**config.mk**
```make
export PLATFORM = sky130hd
export DESIGN_NAME = pad_turbo
export DESIGN_NICKNAME = d
export VERILOG_FILES = /design/src/rtl/pad_turbo_pkg.sv /design/src/rtl/pad_turbo_cell.sv /design/src/rtl/pad_turbo.sv
export SDC_FILE = /design/constraint.sdc
export NUM_CORES = 1
export LEC_CHECK = 0
export ABC_AREA = 1
export BUFFER_PORTS_ARGS = -buffer_cell sky130_fd_sc_hd__buf_4
export CAP_MARGIN = 5
export CORE_ASPECT_RATIO = 1.75
export CORE_MARGIN = 2
export CORE_UTILIZATION = 55
export CTS_CLUSTER_DIAMETER = 200
export DETAILED_ROUTE_END_ITERATION = 12
export PLACE_DENSITY = 0.78
export SLEW_MARGIN = 10
export SYNTH_ARGS = -nofsm -noshare
export SYNTH_HDL_FRONTEND = slang
export SYNTH_SLANG_ARGS = --single-unit
```
**constraint.sdc**
```tcl
create_clock -name CLK -period 7.2 [get_ports CLK]
set_input_delay 0.36 -clock CLK [delete_from_list [all_inputs] [get_ports CLK]]
set_output_delay 0.36 -clock CLK [all_outputs]
set_load 0.005 [all_outputs]
```
**src/rtl/pad_turbo_pkg.sv**
```systemverilog
// rtl/pad_turbo_pkg.sv - pad bit layout, turbo slot map and rate encoding
package pad_turbo_pkg;

    localparam int BTN_UP    = 0;
    localparam int BTN_DOWN  = 1;
    localparam int BTN_LEFT  = 2;
    localparam int BTN_RIGHT = 3;
    localparam int BTN_A     = 4;
    localparam int BTN_B     = 5;
    localparam int BTN_C     = 6;
    localparam int BTN_START = 7;
    localparam int BTN_MODE  = 8;
    localparam int BTN_X     = 9;
    localparam int BTN_Y     = 10;
    localparam int BTN_Z     = 11;

    localparam int NTURBO = 6;
    localparam int TB_A   = 0;
    localparam int TB_B   = 1;
    localparam int TB_C   = 2;
    localparam int TB_X   = 3;
    localparam int TB_Y   = 4;
    localparam int TB_Z   = 5;

    // Bits that are never turbo-processed: directions, START, MODE
    localparam logic [11:0] PASS_BITS = 12'h18F;

    typedef enum logic [1:0] {
        RATE_1F  = 2'd0,
        RATE_2F  = 2'd1,
        RATE_4F  = 2'd2,
        RATE_OFF = 2'd3
    } turbo_rate_t;

    function automatic int turbo_bit(input int slot);
        case (slot)
            TB_A:    return BTN_A;
            TB_B:    return BTN_B;
            TB_C:    return BTN_C;
            TB_X:    return BTN_X;
            TB_Y:    return BTN_Y;
            default: return BTN_Z;
        endcase
    endfunction

endpackage

```
**src/rtl/pad_turbo_cell.sv**
```systemverilog
// rtl/pad_turbo_cell.sv - one autofire cell: press detect, frame counter, phase toggle
module pad_turbo_cell
    import pad_turbo_pkg::*;
(
    input  logic       CLK,
    input  logic       RESET,
    input  logic       in,
    input  logic       en,
    input  logic       tick,
    input  logic [2:0] half_n,
    output logic       out
);

    logic       prev;
    logic       phase;
    logic [1:0] cnt;

    always_ff @(posedge CLK or posedge RESET) begin
        if (RESET) begin
            prev  <= 1'b0;
            phase <= 1'b1;
            cnt   <= 2'd0;
            out   <= 1'b0;
        end else begin
            prev <= in;
            if (!en || !in || !prev) begin
                // bypass, release and new press all restart the ON phase
                out   <= in;
                phase <= 1'b1;
                cnt   <= 2'd0;
            end else if (tick) begin
                // rate may have shrunk since the last tick, hence >= rather than ==
                if ({1'b0, cnt} >= half_n - 3'd1) begin
                    phase <= ~phase;
                    cnt   <= 2'd0;
                    out   <= ~phase;
                end else begin
                    cnt <= cnt + 2'd1;
                end
            end
        end
    end

endmodule

```
**src/rtl/pad_turbo.sv**
```systemverilog
// rtl/pad_turbo.sv - per-player autofire stage ahead of the multitap
module pad_turbo
    import pad_turbo_pkg::*;
#(
    parameter int NPLAYERS = 5
) (
    input  logic                     CLK,
    input  logic                     RESET,
    input  logic [12*NPLAYERS-1:0]   JOY_IN,
    input  logic [6*NPLAYERS-1:0]    TURBO_MASK,
    input  logic [1:0]               TURBO_RATE,
    input  logic                     VBLANK,
    output logic [12*NPLAYERS-1:0]   JOY_OUT
);

    logic                          vblank_d;
    logic                          tick;
    logic                          turbo_on;
    logic [2:0]                    half_n;
    logic [12*NPLAYERS-1:0]        pass_q;
    logic [NTURBO*NPLAYERS-1:0]    cell_out;

    assign tick     = VBLANK & ~vblank_d;
    assign turbo_on = (turbo_rate_t'(TURBO_RATE) != RATE_OFF);

    always_comb begin
        case (turbo_rate_t'(TURBO_RATE))
            RATE_1F: half_n = 3'd1;
            RATE_2F: half_n = 3'd2;
            RATE_4F: half_n = 3'd4;
            default: half_n = 3'd1;
        endcase
    end

    always_ff @(posedge CLK or posedge RESET) begin
        if (RESET) begin
            vblank_d <= 1'b0;
            pass_q   <= '0;
        end else begin
            vblank_d <= VBLANK;
            pass_q   <= JOY_IN & {NPLAYERS{PASS_BITS}};
        end
    end

    for (genvar p = 0; p < NPLAYERS; p++) begin : g_player
        for (genvar s = 0; s < NTURBO; s++) begin : g_slot
            pad_turbo_cell u_cell (
                .CLK    (CLK),
                .RESET  (RESET),
                .in     (JOY_IN[12*p + turbo_bit(s)]),
                .en     (TURBO_MASK[NTURBO*p + s] & turbo_on),
                .tick   (tick),
                .half_n (half_n),
                .out    (cell_out[NTURBO*p + s])
            );
        end
    end

    always_comb begin
        JOY_OUT = pass_q;
        for (int p = 0; p < NPLAYERS; p++) begin
            for (int s = 0; s < NTURBO; s++) begin
                JOY_OUT[12*p + turbo_bit(s)] = cell_out[NTURBO*p + s];
            end
        end
    end

endmodule
```
==> results of run 1 <==
## how the worst min path moves through the flow
| stage | startpoint | endpoint | slack (ps) | cells past startpoint |
|---|---|---|---|---|
| finish | RESET | pass_q[43] | 30 | 2 |
| global route | JOY_IN[1] | pass_q[1] | 7 | 1 |
| CTS | JOY_IN[20] | pass_q[20] | 9 | 1 |
| detailed placement | g_player[0].g_slot[1].u_cell.phase | g_player[0].g_slot[1].u_cell.phase | 460 | 2 |
| global placement | g_player[0].g_slot[1].u_cell.phase | g_player[0].g_slot[1].u_cell.phase | 460 | 2 |
| floorplan | JOY_IN[4] | g_player[0].g_slot[0].u_cell.prev | 390 | 0 |
## registers in the layout, indices dropped and copies added (netlist names)
| name | count |
|---|---|
| g_player.g_slot.u_cell.cnt | 60 |
| g_player.g_slot.u_cell.out | 30 |
| g_player.g_slot.u_cell.phase | 30 |
| g_player.g_slot.u_cell.prev | 30 |
| pass_q | 30 |
| vblank_d | 1 |
## layer usage
layer  GRT usage, %  vias to the layer above  part of all wire [%]
met5              0                        -                     0
met4           9.19                        0                   1.9
met3           4.22                       29                   3.4
met2           42.0                      136                    54
met1           25.2                     3865                    41
li1               -                     4297                     -
## Yosys cell counts, drive strengths merged
| library cell | n |
|---|---|
| nand3 | 180 |
| inv | 217 |
| nor2 | 180 |
| nand2 | 392 |
| xnor2 | 30 |
| buf | 44 |
| dfstp | 30 |
| clkbuf | 5 |
| o21ai | 30 |
| ha | 34 |
| dfrtp | 151 |
| a21oi | 30 |
## report_power, final
group          switching (mW)  total, mW  internal [mW]
sequential             0.0599       1.18           1.12
clock                   0.425      0.956          0.532
combinational           0.310      0.529          0.220
total                   0.794       2.67           1.87
## cell type report
type                            instances  area [sq um]  share of cell area, %
Sequential cell                       181          4570                   38.3
Multi-Input combinational cell        876          4430                   37.2
Timing Repair Buffer                  160          1200                   10.1
Inverter                              217           820                   6.88
Clock buffer                           18           439                   3.69
Tap cell                              234           293                   2.46
Clock inverter                         14           165                   1.39
## cells by family after synthesis
family                   Yosys count
AND/OR/NAND/NOR                  752
buffers and inverters            266
flip-flops                       181
AO/OA/AOI/OAI                     60
adder cells (fa/ha/maj)           34
XOR/XNOR                          30
## cells in the final DEF (no fill, tap or decap), drive strengths merged
master / instances
clkinv: 2
nand3: 180
nand2: 392
dfstp: 30
bufinv: 2
ha: 34
o21ai: 30
clkinvlp: 3
dfrtp: 151
xnor2: 30
a21oi: 30
inv: 224
nor2: 180
clkbuf: 18
buf: 160
## critical path, stage by stage
cell and delay (ps):
buf_4 130, inv_1 80, ha_1 150, buf_4 380, nand2_1 120, inv_2 480, nor2_1 110, nand2_1 110
nand2_1 110, nand2_1 130, inv_1 50, nor2_1 70
==> results.yml, run 1 <==
power_and_ir_drop:
  power_mw: 2.67
  p_per_area_nw_per_um2: 224
  power_leakage_nw: 6.42
  peakVddDrop_uv: 191
clock_tree:
  cts_num_sinks: 181
  cts_buffers: 17
  cts_tree: "yes"
  cts.path.max_buffers: 2
  cts_setup_buffers: 0
  htree_levels: 4
  cts_hold_buf: 0
  clk_pin_slew_ps: 70
  root_buffer: "clkbuf_16"
  insertion_delay_ps: 440
  cts_resized: 0
logic_synthesis:
  synthTopCellsByArea: "dfrtp_1 37%, nand2_1 13%, nand3_1 8.9%"
  syn_area_sq_um: 10200
  synthXorXnorAreaFrac_pct: 2.59
  syn_inst: 1323
  ys_types: 19
  synth_compound_area_share_pct: 2.96
  yosysSeqAreaShare_pct: 45.0
  synthMuxAreaShare_pct: 0
  synthesis.nets: 1452
  synth-simple-area-share_pct: 33.7
  synth_adder_area_share_pct: 4.19
  ys_ff_latch: 181
  synth.largest_area_cell: "dfrtp_1"
  postSynthAreaPerCell_sq_um: 7.67
  yosys_warnings: 0
  synth.top_cell.area_share_pct: 37.2
  synth_top_family_by_area: "simple AND/OR/NAND/NOR gates"
cells_and_area:
  fin_area_sq_um: 11900
  fin_nets: 1582
  finalNonFillerCells: 1700
  num-fill-cells: 1566
  antenna_cells: 0
  area_growth_pct: 17.3
  utilization_pct: 66.0
  drive_gt1_share_pct: 21.6
place:
  dp_cells: 1668
  post-place-ws_ps: 4800
  place.gp.congestion: 0.804
  dpl.hpwl_microns: 14300
  io_buffer_count: 154
  place_area_sq_um: 11300
die:
  ios: 155
  rows: 65
  fp.dieW_microns: 107
  coreArea_sq_um: 18100
  initial_core_util_pct: 56.2
  die_area_sq_um: 19600
  die_h_microns: 184
timing:
  finalCriticalPeriod_ps: 1940
  finalMaxSlewViolations: 0
  skew_ps: 7.74
  worstMarginPinSlew_ps: 1080
  setup_viol: 0
  period_share_pct: 27.0
  slew_headroom_pct: 27.9
  fin_tns_setup_ps: 0
  setup_ws_ps: 5260
  clock.fmax_mhz: 515
  grt_setup_unrepaired: "no"
  hold_violations: 0
  hold_slack_ps: 27.0
critical_path:
  crit_path_max_fanout: 31
  ff2ff_path_depth: 7
  r2r-start: "vblank_d"
  endpoint: "g_player[4].g_slot[5].u_cell.cnt[1]"
  critical_path.startpoint: "TURBO_RATE[0]"
  cp.required_ps: 7570
  start_kind: "input pin"
  r2r_end: "g_player[4].g_slot[2].u_cell.cnt[0]"
  arrival_ps: 2310
  worstSetupPathType: "in2reg"
  worstSetupEndpointType: "flip-flop"
  r2r_slack_ps: 5600
route:
  wl_per_cell_microns: 12.3
  vias_per_cell: 4.90
  antenna_left: 0
  drc: 0
  drt_pre_antenna_iters: 5
  vias: 8327
  drtIter0Drc: 319
  drt_wl_total_microns: 20900
global_route:
  grt_max_degree: 82
  grt_overflow: 0
  grtUsageTotal_pct: 22.7
  grt_pass1_vias: 8472
  grt_pass1_wl_microns: 36000
  antenna_found_initial: 0
job:
  max_cap_viol_count: 0
hold_path:
  hold_path_class: "in2async"
run_status:
  outcome: "finished, final reports clean"
(Power assumes the default switching activity.)
==> run 2: changes to the inputs <==
Clock period 7.2 ns to 2.05 ns, I/O delays scaled along.
==> run 2 against run 1 <==
Against the previous run:
- final cell count is 4.2% higher
- design area up 7.2%
- flip-flop and latch count unchanged
- via count grew 4.9%
- critical path depth shrank 3
- global-route usage grew 2.0 points
- non-clock buffer count is 71 higher
- core utilization increased by 4.8 points
- clock skew decreased by 0.84 ps
- worst setup slack got worse by 4600 ps
- die area is the same
- largest cell class unchanged
==> results.yml, run 2 (synthesis gave the netlist of run 1 again) <==
run_status:
  outcome: "finished, final reports clean"
critical_path:
  r2r_end: "g_player[0].g_slot[1].u_cell.cnt[1]"
  arrival_ps: 1770
  r2r_slack_ps: 620
  cp.required_ps: 2390
  crit_path_max_fanout: 21
  worstSetupPathType: "in2reg"
  worstSetupEndpointType: "flip-flop"
  r2r-start: "g_player[0].g_slot[1].u_cell.cnt[0]"
  ff2ff_path_depth: 9
  start_kind: "input pin"
cells_and_area:
  top_register: "g_player.g_slot.u_cell.cnt"
  area_growth_pct: 25.8
  fin_nets: 1653
  fin_area_sq_um: 12800
  final_cell_mix: "362 x nand2_1, 215 x inv_1, 180 x nand3_1"
  largest_reg_flops: 60
  drive_gt1_share_pct: 20.9
  antenna_cells: 0
  final_common_cell: "nand2_1"
place:
  place.gp.congestion: 0.820
  post-place-ws_ps: 209
  dpl.hpwl_microns: 15400
  place_area_sq_um: 11500
  io_buffer_count: 154
clock_tree:
  cts_tree: "yes"
  root_buffer: "clkbuf_16"
  htree_levels: 4
  cts_num_sinks: 181
  cts_resized: 0
  cts.path.max_buffers: 2
  insertion_delay_ps: 440
  clk_pin_slew_ps: 70
  cts_buffers: 17
power_and_ir_drop:
  peakVddDrop_uv: 741
  p_per_area_nw_per_um2: 778
  power_leakage_nw: 6.79
route:
  drc: 0
  dr_wl_met3_microns: 817
  vias_per_cell: 4.93
  drt_pre_antenna_iters: 7
  wl_met1_microns: 8890
  drtIter0Drc: 361
  drt_wl_total_microns: 22800
  met2WireLength_microns: 12500
  wl_per_cell_microns: 12.9
  antenna_left: 0
  routed.top_layer: "met4"
  vias: 8737
die:
  initial_core_util_pct: 56.2
  rows: 65
  ios: 155
  die_h_microns: 184
  coreArea_sq_um: 18100
  fp.dieW_microns: 107
  die_area_sq_um: 19600
timing:
  clock.fmax_mhz: 698
  period_share_pct: 69.9
  fin_tns_setup_ps: 0
  slew_headroom_pct: 56.1
  finalMaxSlewViolations: 0
  setup_viol: 0
  skew_ps: 6.90
  setup_ws_ps: 617
  finalCriticalPeriod_ps: 1430
  hold_violations: 0
  worstMarginPinSlew_ps: 657
  grt_setup_unrepaired: "no"
hold_path:
  min_from: "TURBO_MASK[0]"
  hold_path_class: "in2reg"
  hold_end: "g_player[0].g_slot[0].u_cell.phase"
  hold_path_depth: 6
job:
  max_cap_viol_count: 0
global_route:
  grtUsageTotal_pct: 24.7
  grt_pass1_wl_microns: 38900
  grt_pass1_vias: 8864
  grt_overflow: 0
  antenna_found_initial: 0
  grt_max_degree: 45
==> run 2: cell count changes in the layout (fill, tap and decap cells not counted), sizes merged, moves of 2 or more <==
cell | before | now
buf | 160 | 169
bufinv | 2 | 6
clkbuf | 18 | 24
clkinv | 2 | 0
dlygate4sd3 | 0 | 62
inv | 224 | 217
==> run 2: area by class of cell <==
cell class,count,area [sq um]
multi-input cells,876,4430
fillers,1479,5280
inverters,217,818
repair buffers,231,1990
flip-flops and latches,181,4570
clock buffers,24,482
clock inverters,8,196
well taps,234,293
==> run 2: repair_timing <==
item / in CTS / in global routing
endpoints found under the hold margin: 79 / 0
setup buffers: 0 / 0
hold buffers: 62 / 0
==> run 2: worst max-delay path by stage <==
stage / to / depth (start not counted) / slack [ps] / from
after floorplan: g_player[0].g_slot[0].u_cell.cnt[0] / 1 / -350 / RESET
after global placement: g_player[0].g_slot[5].u_cell.cnt[1] / 13 / 230 / TURBO_RATE[0]
after detailed placement: g_player[0].g_slot[1].u_cell.cnt[1] / 13 / 210 / TURBO_RATE[0]
after CTS: g_player[0].g_slot[1].u_cell.cnt[1] / 9 / 600 / g_player[0].g_slot[1].u_cell.cnt[0]
after global routing: g_player[0].g_slot[1].u_cell.phase / 9 / 480 / g_player[0].g_slot[1].u_cell.cnt[0]
final: g_player[2].g_slot[0].u_cell.cnt[1] / 9 / 620 / VBLANK
==> run 2: stage by stage <==
step	power, mW	instances	hold WS, ps	util (%)
after floorplan	5.54	1323	134	-
after global placement	6.05	1677	211	63.6
after detailed placement	6.12	1677	213	63.6
after CTS	10.0	1771	62.9	70.8
after global routing	10.5	1771	85.1	70.8
final	9.94	1771	74.8	70.8
==> run 2: worst max-delay path: stages <==
cell           delay (ps)
dlygate4sd3_1         540
buf_4                 150
nand2_1                80
buf_4                 340
nand3_1               240
nand2_1               140
nand2_1                60
nand2_1                60
nor2_1                 50
==> run 2: where the power goes <==
part | total [mW] | leakage, nW | switching (mW) | internal, mW
registers | 4.15 | 2.21 | 0.218 | 3.94
logic | 2.01 | 4.25 | 1.13 | 0.883
clock network | 3.78 | 0.325 | 1.39 | 2.39
==> run 2: metal layers <==
metal	global-route usage, %	vias to the layer above
met5	0	-
met4	10.3	0
met3	4.25	46
met2	46.2	164
met1	27.2	4095
li1	-	4432
